**config.mk**
```make
export PLATFORM = sky130hd
export DESIGN_NAME = fetch_unit
export DESIGN_NICKNAME = d
export VERILOG_FILES = /design/src/rtl/fetch_unit.sv
export SDC_FILE = /design/constraint.sdc
export NUM_CORES = 1
export LEC_CHECK = 0
export CORE_UTILIZATION = 53
export DETAILED_ROUTE_END_ITERATION = 8
export MAX_ROUTING_LAYER = met4
export PLACE_DENSITY = 0.81
export SYNTH_ARGS = -nofsm -noshare
export SYNTH_HDL_FRONTEND = slang
export SYNTH_SLANG_ARGS = --single-unit
```
**constraint.sdc**
```tcl
create_clock -name clk -period 10.92 [get_ports clk]
set_input_delay 1.092 -clock clk [delete_from_list [all_inputs] [get_ports clk]]
set_output_delay 1.092 -clock clk [all_outputs]
set_load 0.03 [all_outputs]
```
**src/rtl/fetch_unit.sv**
```systemverilog
// Instruction fetch stage: PC, imem req/ack master, prefetch queue.
// Presents {pc, instr} to decode under valid/ready.
module fetch_unit #(
  parameter logic [31:0] RESET_PC = 32'h0000_0000,
  parameter int          DEPTH    = 2
) (
  input  logic        clk,
  input  logic        reset,
  output logic        imem_req,
  output logic [31:0] imem_addr,
  input  logic        imem_ack,
  input  logic [31:0] imem_rdata,
  output logic        instr_valid,
  output logic [31:0] instr,
  output logic [31:0] instr_pc,
  output logic [6:0]  opcode,
  input  logic        instr_ready,
  input  logic        redirect,
  input  logic [31:0] redirect_pc
);

  localparam int PW = $clog2(DEPTH);
  localparam int CW = $clog2(DEPTH + 1);
  localparam logic [CW-1:0] DMAX = CW'(DEPTH);

  typedef enum logic [1:0] {
    IDLE,
    WAIT,
    WAIT_DROP
  } state_t;

  state_t        state;
  logic [31:0]   fetch_pc;
  logic [31:0]   q_pc  [DEPTH];
  logic [31:0]   q_ins [DEPTH];
  logic [PW-1:0] rd_ptr;
  logic [PW-1:0] wr_ptr;
  logic [CW-1:0] count;

  logic          xfer;
  logic          pop;
  logic          push;
  logic [CW-1:0] occ;
  logic          space_idle;
  logic          space_after;
  logic [31:0]   target;

  assign xfer   = imem_req && imem_ack;
  // a flush overrides both the pop and any returning word
  assign pop    = instr_valid && instr_ready && !redirect;
  assign push   = xfer && (state == WAIT) && !redirect;
  assign occ    = count - CW'(pop);
  assign target = redirect_pc & ~32'h3;

  assign space_idle  = occ < DMAX;
  assign space_after = occ < (DMAX - CW'(1));

  assign instr_valid = (count != '0);
  assign instr       = instr_valid ? q_ins[rd_ptr] : 32'h0000_0013;
  assign instr_pc    = instr_valid ? q_pc[rd_ptr] : 32'h0;
  assign opcode      = instr[6:0];

  always_ff @(posedge clk) begin
    if (push) begin
      q_pc[wr_ptr]  <= imem_addr;
      q_ins[wr_ptr] <= imem_rdata;
    end
  end

  always_ff @(posedge clk) begin
    if (reset) begin
      state     <= IDLE;
      imem_req  <= 1'b0;
      imem_addr <= 32'h0;
      fetch_pc  <= RESET_PC;
      count     <= '0;
      rd_ptr    <= '0;
      wr_ptr    <= '0;
    end else begin
      if (redirect) begin
        count  <= '0;
        rd_ptr <= '0;
        wr_ptr <= '0;
      end else begin
        count <= count + CW'(push) - CW'(pop);
        if (push) wr_ptr <= wr_ptr + PW'(1);
        if (pop)  rd_ptr <= rd_ptr + PW'(1);
      end

      unique case (state)
        IDLE: begin
          if (redirect) begin
            fetch_pc  <= target;
            imem_req  <= 1'b1;
            imem_addr <= target;
            state     <= WAIT;
          end else if (space_idle) begin
            imem_req  <= 1'b1;
            imem_addr <= fetch_pc;
            state     <= WAIT;
          end
        end
        WAIT: begin
          if (xfer && redirect) begin
            fetch_pc  <= target;
            imem_addr <= target;
          end else if (redirect) begin
            fetch_pc <= target;
            state    <= WAIT_DROP;
          end else if (xfer) begin
            fetch_pc <= imem_addr + 32'd4;
            if (space_after) begin
              imem_addr <= imem_addr + 32'd4;
            end else begin
              imem_req <= 1'b0;
              state    <= IDLE;
            end
          end
        end
        WAIT_DROP: begin
          if (redirect) fetch_pc <= target;
          if (xfer) begin
            imem_addr <= redirect ? target : fetch_pc;
            state     <= WAIT;
          end
        end
        default: begin
          imem_req <= 1'b0;
          state    <= IDLE;
        end
      endcase
    end
  end

endmodule

```
## Word level (Yosys, flattened, before mapping)

Memories as Yosys holds them, arrays and structs flattened. A register that Yosys moved wholly into a read port is not among the register bits.
Index checks and enable logic that the tools add are counted.
Widths: inputs -> output; s select.

- Memories kept: 2
- Input bits: 69
- Memory bits (writable): 128
- Flip-flop bits (word level): 71

Memories:

| name | depth | width | read ports | clocked after memory_dff | wr ports | line | RTL |
|---|---|---|---|---|---|---|---|
| q_ins | 2 | 32 | 1 | 1 | 1 | 35 | `logic [31:0] q_ins [DEPTH];` |
| q_pc | 2 | 32 | 1 | 1 | 1 | 34 | `logic [31:0] q_pc [DEPTH];` |

- Order comparisons: 2
- Reductions and logical operators: 17
- Add/subtract/negate cells: 6
- Muxes and demuxes: 36
- Eq/ne operators: 14
- Bitwise gates (word level): 1

Operators with widths:

| cell | count |
|---|---|
| $mux 32 | 13 |
| $pmux 32 s3 | 1 |
| $pmux 32 s2 | 1 |
| $add 32x3->32 const B | 1 |
| $mux 2 | 7 |
| $mux 1 | 12 |
| $reduce_and 6->1 | 2 |
| $ne 2x2->1 const B | 5 |
| $ne 3x2->1 const B | 3 |
| $ne 3x3->1 const B | 3 |
| $logic_and 1x1->1 | 6 |
| $pmux 2 s3 | 1 |
| $reduce_and 5->1 | 1 |
| $ne 4x3->1 const B | 1 |
| $reduce_bool 2->1 | 2 |
| $reduce_or 2->1 | 2 |
| $sub 2x1->2 | 2 |
| $pmux 1 s3 | 1 |
| $reduce_bool 3->1 | 1 |
| $add 1x1->1 const B | 2 |
| $add 2x1->2 | 1 |
| $eq 2x1->1 const B | 1 |
| $eq 2x2->1 const B | 1 |
| $logic_not 2->1 | 1 |
| 5 further kinds | 5 |

## Logic depth before layout (Yosys ltp)

- Word-level depth: 10
- Gate-level depth with buffers: 9

## Worst setup path after synthesis

Ideal clock, no wire load.

- Kind: in2reg
- From: input port redirect
- To: memory q_ins[0][0] (enable)
- Setup slack: 2,275 ps
- Stages: 5
- Arrival: 8,001 ps
- Data required time: 10,276 ps
- Cell sequence: buf_2 > buf_2 > clkbuf_1 > buf_1 > nor4_1

- Longest elaborated chain between the ends: 4

RTL lines:

| item | line | RTL |
|---|---|---|
| start, declared | 18 | `input logic redirect,` |
| $logic_not 1->1 | 51 | `assign push = xfer && (state == WAIT) && !redirect;` |
| $logic_and 1x1->1 | 51 |  |
| $mux 1 | 64 | `if (push) begin` |
| $mux 1 (not written as such) | 66 | `q_ins[wr_ptr] <= imem_rdata;` |
| end, declared | 35 |  |

No other way between the ends.

## Worst setup path in the final report

- From: register state[0]
- To: memory q_pc[1][26] (enable)

- Longest elaborated chain between the ends: 5

RTL lines:

| item | line | RTL |
|---|---|---|
| start, declared | 32 | `state_t state;` |
| start signal, assigned | 72 | `state <= IDLE;` |
| start signal, assigned | 96 | `state <= WAIT;` |
| start signal, assigned | 100 | `state <= WAIT;` |
| $eq 2x1->1 | 51 |  |
| $logic_and 1x1->1 (2 in series) | 51 |  |
| $mux 1 | 64 |  |
| $mux 1 (not written as such) | 65 | `q_pc[wr_ptr] <= imem_addr;` |
| end, declared | 34 |  |

No other way between the ends.

==> flow_summary.rst <==
.. list-table::
   :header-rows: 1

   * - Metric
     - Value
   * - Sinks on the clock net
     - 200
   * - Number of cells on the worst hold path
     - 2
   * - Final Cell Area
     - 11,800 um^2
   * - Sequential cell area
     - 5290 um^2
   * - Startpoint type of the worst setup path
     - register
   * - Total I/O pin count
     - 174
   * - Cell area reported after detailed placement
     - 11,300 um^2
   * - Area of the mapped netlist
     - 9490 um^2
   * - Crit-path max cell delay
     - 0.92 ns
   * - Number of gates resized after CTS
     - 0
   * - Vias in the first global route
     - 7,223
   * - Kind of end point of the critical path
     - register
   * - GR Util met2
     - 0.443
   * - Total of max-cap violations
     - 0
   * - Total global-route track usage
     - 0.289
   * - Cts bufs inserted
     - 17
   * - Most common cell after layout, fill and taps aside
     - sky130_fd_sc_hd__clkdlybuf4s50_1
   * - Overall power of the completed layout
     - 1.75 mW
   * - Detailed placement HPWL
     - 16.2 mm
   * - Worst VDD drop
     - 0.113 mV
   * - Number of flops mapped to enable cells by yosys
     - 128
   * - Pin count of the biggest net entering global routing
     - 67
   * - Number of synthesized register bits
     - 200
   * - Nets@finish
     - 1,064
   * - Share of Yosys cell area claimed by the top area cell type
     - 0.405
   * - Setup clock skew after layout
     - 0.0126 ns
   * - Async set-or-reset flop fraction in the synthesized netlist
     - 0
   * - Vias per std cell
     - 6.34
   * - Horizontal die dimension
     - 136 um
   * - Type of the worst min-delay path
     - reg -> reg
   * - Time the worst path needs with I/O delays and setup
     - 4.02 ns
   * - Per-instance average area after synthesis
     - 11.0 um^2
   * - Count of unresolved DRC violations after routing
     - 0
   * - Mean routed wirelength per cell
     - 20.7 um
   * - Synth top area cells
     - sky130_fd_sc_hd__edfxtp_1, sky130_fd_sc_hd__dfxtp_1, sky130_fd_sc_hd__mux2i_1
   * - Number of inserted filler cells in the final layout
     - 1,327
   * - Antenna-violating nets left
     - 0
   * - Global Route met1 Usage
     - 0.381
   * - Synth Warn #
     - 0
   * - Max Buffers Root-to-Sink
     - 2
   * - Fmax
     - 249 MHz
   * - Number of buffers added to fix hold violations after cts
     - 0
   * - Most common flop cell mapped by yosys
     - sky130_fd_sc_hd__edfxtp_1
   * - Number of H-tree levels
     - 4
   * - DRC violation total after the first TritonRoute iteration
     - 877
   * - Final wirelength
     - 25.4 mm
   * - Worst reg-to-reg path cell count
     - 4
   * - RSZ-0062 raised after global routing
     - no
   * - Critical path class
     - reg -> reg
   * - Final-report setup violation count
     - 0
   * - Post-CTS setup-driven buffer insertion count
     - 0
   * - Top library cells by usage in the layout, fill and taps aside
     - sky130_fd_sc_hd__clkdlybuf4s50_1, sky130_fd_sc_hd__edfxtp_1, sky130_fd_sc_hd__nor2_1
   * - Register area share after synthesis
     - 0.557
   * - Core outline area
     - 17,400 um^2
   * - Weighted congestion reported at the end of routability-driven placement
     - 0.960
   * - Clock-pin transition on the worst setup and hold timing paths
     - 0.07 ns
   * - Cell Count, Final, Fillers Out
     - 1,229
   * - Initial core utilization
     - 0.545
   * - Area Overhead vs Synth
     - 24.7%
   * - GRT met3 Usage
     - 0.0626
   * - Final-report hold violation count
     - 0
   * - Count of cell types in the netlist
     - 80
   * - Global-route wire length before repair
     - 39.1 mm
   * - Worst Tran Pin Value
     - 1.13 ns
   * - Number of detailed-route iterations in the first pass
     - 6
   * - DIE AREA
     - 18,400 um^2
   * - Multi-input gate area
     - 3840 um^2
   * - Number of diodes
     - 0
   * - Max-slew headroom
     - 0.248
   * - Total power density per cell area
     - 148 nW/um^2
   * - Dominant cell type by area after synthesis
     - sky130_fd_sc_hd__edfxtp_1
   * - Pleak
     - 3.86 nW
   * - Number of antenna violations at the first check in global routing
     - 0
   * - Worst EP arrival
     - 4.08 ns
   * - Portion of the clock cycle consumed by the worst path in the final layout
     - 0.368
   * - Count of port buffers added during placement
     - 171
   * - Fraction of layout cells with a size suffix above 1
     - 0.0687
   * - Largest fanout on the critical path
     - 64
   * - Sum of negative setup slack
     - 0 ns
   * - CP cell instances
     - nand2b_1 > nor3_2 > and2_2 > buf_4
   * - Sum of overflow across all layers after global routing
     - 0
   * - Cell chosen for the clock root
     - sky130_fd_sc_hd__clkbuf_16
   * - Required time at the worst-slack endpoint
     - 10.98 ns
   * - DP Cell Count
     - 1,199
   * - Status
     - completed
   * - Gate Count Post-Synth
     - 863
   * - Critical path's slowest cell
     - sky130_fd_sc_hd__dfxtp_1
   * - Die Height
     - 136 um
   * - Core Rows
     - 48
   * - Routed via count
     - 7,792
   * - Final max-slew violation count
     - 0
   * - Most crowded layer after global routing
     - met2
   * - Clock tree from TritonCTS
     - yes
   * - Insertion delay of the later-clocked pin in the worst-skew pair
     - 0.44 ns
   * - Net count after synthesis
     - 934
-- through the flow --
step,setup WS [ns],hold slack (ns),util
finish,6.90,0.456,0.680
global route,6.76,0.487,0.680
CTS,7.00,0.458,0.680
detailed placement,6.84,0.447,0.646
global placement,6.98,0.437,0.646
floorplan,2.27,0.429,-
-- cells by family (layout without fill, tap and decap cells) --
kind of cell | after synthesis | count (layout) | share of synthesized area
compound gates | 222 | 222 | 0.164
xor+xnor | 23 | 23 | 0.0220
fa+ha+maj | 2 | 2 | 0.00264
buf+inv | 87 | 228 | 0.0405
flops | 200 | 200 | 0.557
mux | 67 | 67 | 0.0709
simple gates | 262 | 262 | 0.143
-- cell usage after synthesis (3+ instances only) --
cell,instances
sky130_fd_sc_hd__a211oi_1,14
sky130_fd_sc_hd__a21oi_1,31
sky130_fd_sc_hd__a221oi_1,4
sky130_fd_sc_hd__a222oi_1,6
sky130_fd_sc_hd__a22oi_1,21
sky130_fd_sc_hd__a311oi_1,4
sky130_fd_sc_hd__a31oi_1,17
sky130_fd_sc_hd__and2_1,8
sky130_fd_sc_hd__and3_1,11
sky130_fd_sc_hd__and4_1,5
sky130_fd_sc_hd__buf_1,6
sky130_fd_sc_hd__buf_2,16
sky130_fd_sc_hd__buf_4,7
sky130_fd_sc_hd__clkbuf_1,37
sky130_fd_sc_hd__clkbuf_2,3
sky130_fd_sc_hd__dfxtp_1,72
sky130_fd_sc_hd__edfxtp_1,128
sky130_fd_sc_hd__inv_1,16
sky130_fd_sc_hd__mux2i_1,65
sky130_fd_sc_hd__nand2_1,44
sky130_fd_sc_hd__nand2b_1,4
sky130_fd_sc_hd__nand3_1,19
sky130_fd_sc_hd__nand3_2,3
sky130_fd_sc_hd__nand4_1,10
sky130_fd_sc_hd__nand4_4,3
sky130_fd_sc_hd__nor2_1,112
sky130_fd_sc_hd__nor2b_1,5
sky130_fd_sc_hd__nor3_1,13
sky130_fd_sc_hd__nor4_1,6
sky130_fd_sc_hd__nor4_4,3
sky130_fd_sc_hd__o211ai_1,4
sky130_fd_sc_hd__o21ai_0,38
sky130_fd_sc_hd__o21ai_1,4
sky130_fd_sc_hd__o22ai_1,16
sky130_fd_sc_hd__o311ai_0,3
sky130_fd_sc_hd__o31a_1,9
sky130_fd_sc_hd__o31ai_1,7
sky130_fd_sc_hd__o32a_1,4
sky130_fd_sc_hd__o32ai_1,10
sky130_fd_sc_hd__or3_1,4
sky130_fd_sc_hd__xnor2_1,11
sky130_fd_sc_hd__xor2_1,11
-- final timing paths --
kind                                  start                   endpoint  slack [ns]
setup / recovery      state[0]$_SDFFE_PP0P_      q_pc[1][26]$_DFFE_PP_        6.90
hold / removal    fetch_pc[10]$_SDFFE_PP0P_  fetch_pc[10]$_SDFFE_PP0P_        0.46
setup reg to reg      state[0]$_SDFFE_PP0P_      q_pc[1][26]$_DFFE_PP_        6.90
hold reg to reg   fetch_pc[10]$_SDFFE_PP0P_  fetch_pc[10]$_SDFFE_PP0P_        0.46
-- worst max-delay path, delay by kind of cell (launching register included) --
family        cells  cell delay (ns)
flops             1             0.92
buf+inv           1             0.64
simple gates      3             2.00
-- final cells by class --
class,count,area share
Clock buffer,17,0.0359
Sequential cell,200,0.447
Clock inverter,13,0.0136
Tap cell,225,0.0238
Inverter,17,0.00539
Timing Repair Buffer,181,0.150
Multi-Input combinational cell,576,0.324
-- power breakdown --
group	leakage [nW]	switching (mW)	total, mW	internal (mW)
registers	1.76	0.0446	0.878	0.833
logic	1.81	0.141	0.238	0.0969
clock network	0.282	0.288	0.631	0.343
-- sequential cells by signal, summed over array words and instances (netlist names), named ones only --
signal	flops
imem_addr	32
rd_ptr	1
fetch_pc	32
count	2
imem_req	1
state	2
wr_ptr	1
q_ins	64
q_pc	64
-- layer usage --
metal | up-vias | part of all wire
met2 | 443 | 0.47
met4 | 0 | 0.022
met1 | 3747 | 0.41
li1 | 3546 | -
met3 | 56 | 0.10
met5 | - | 0
(Power assumes the default switching activity.)
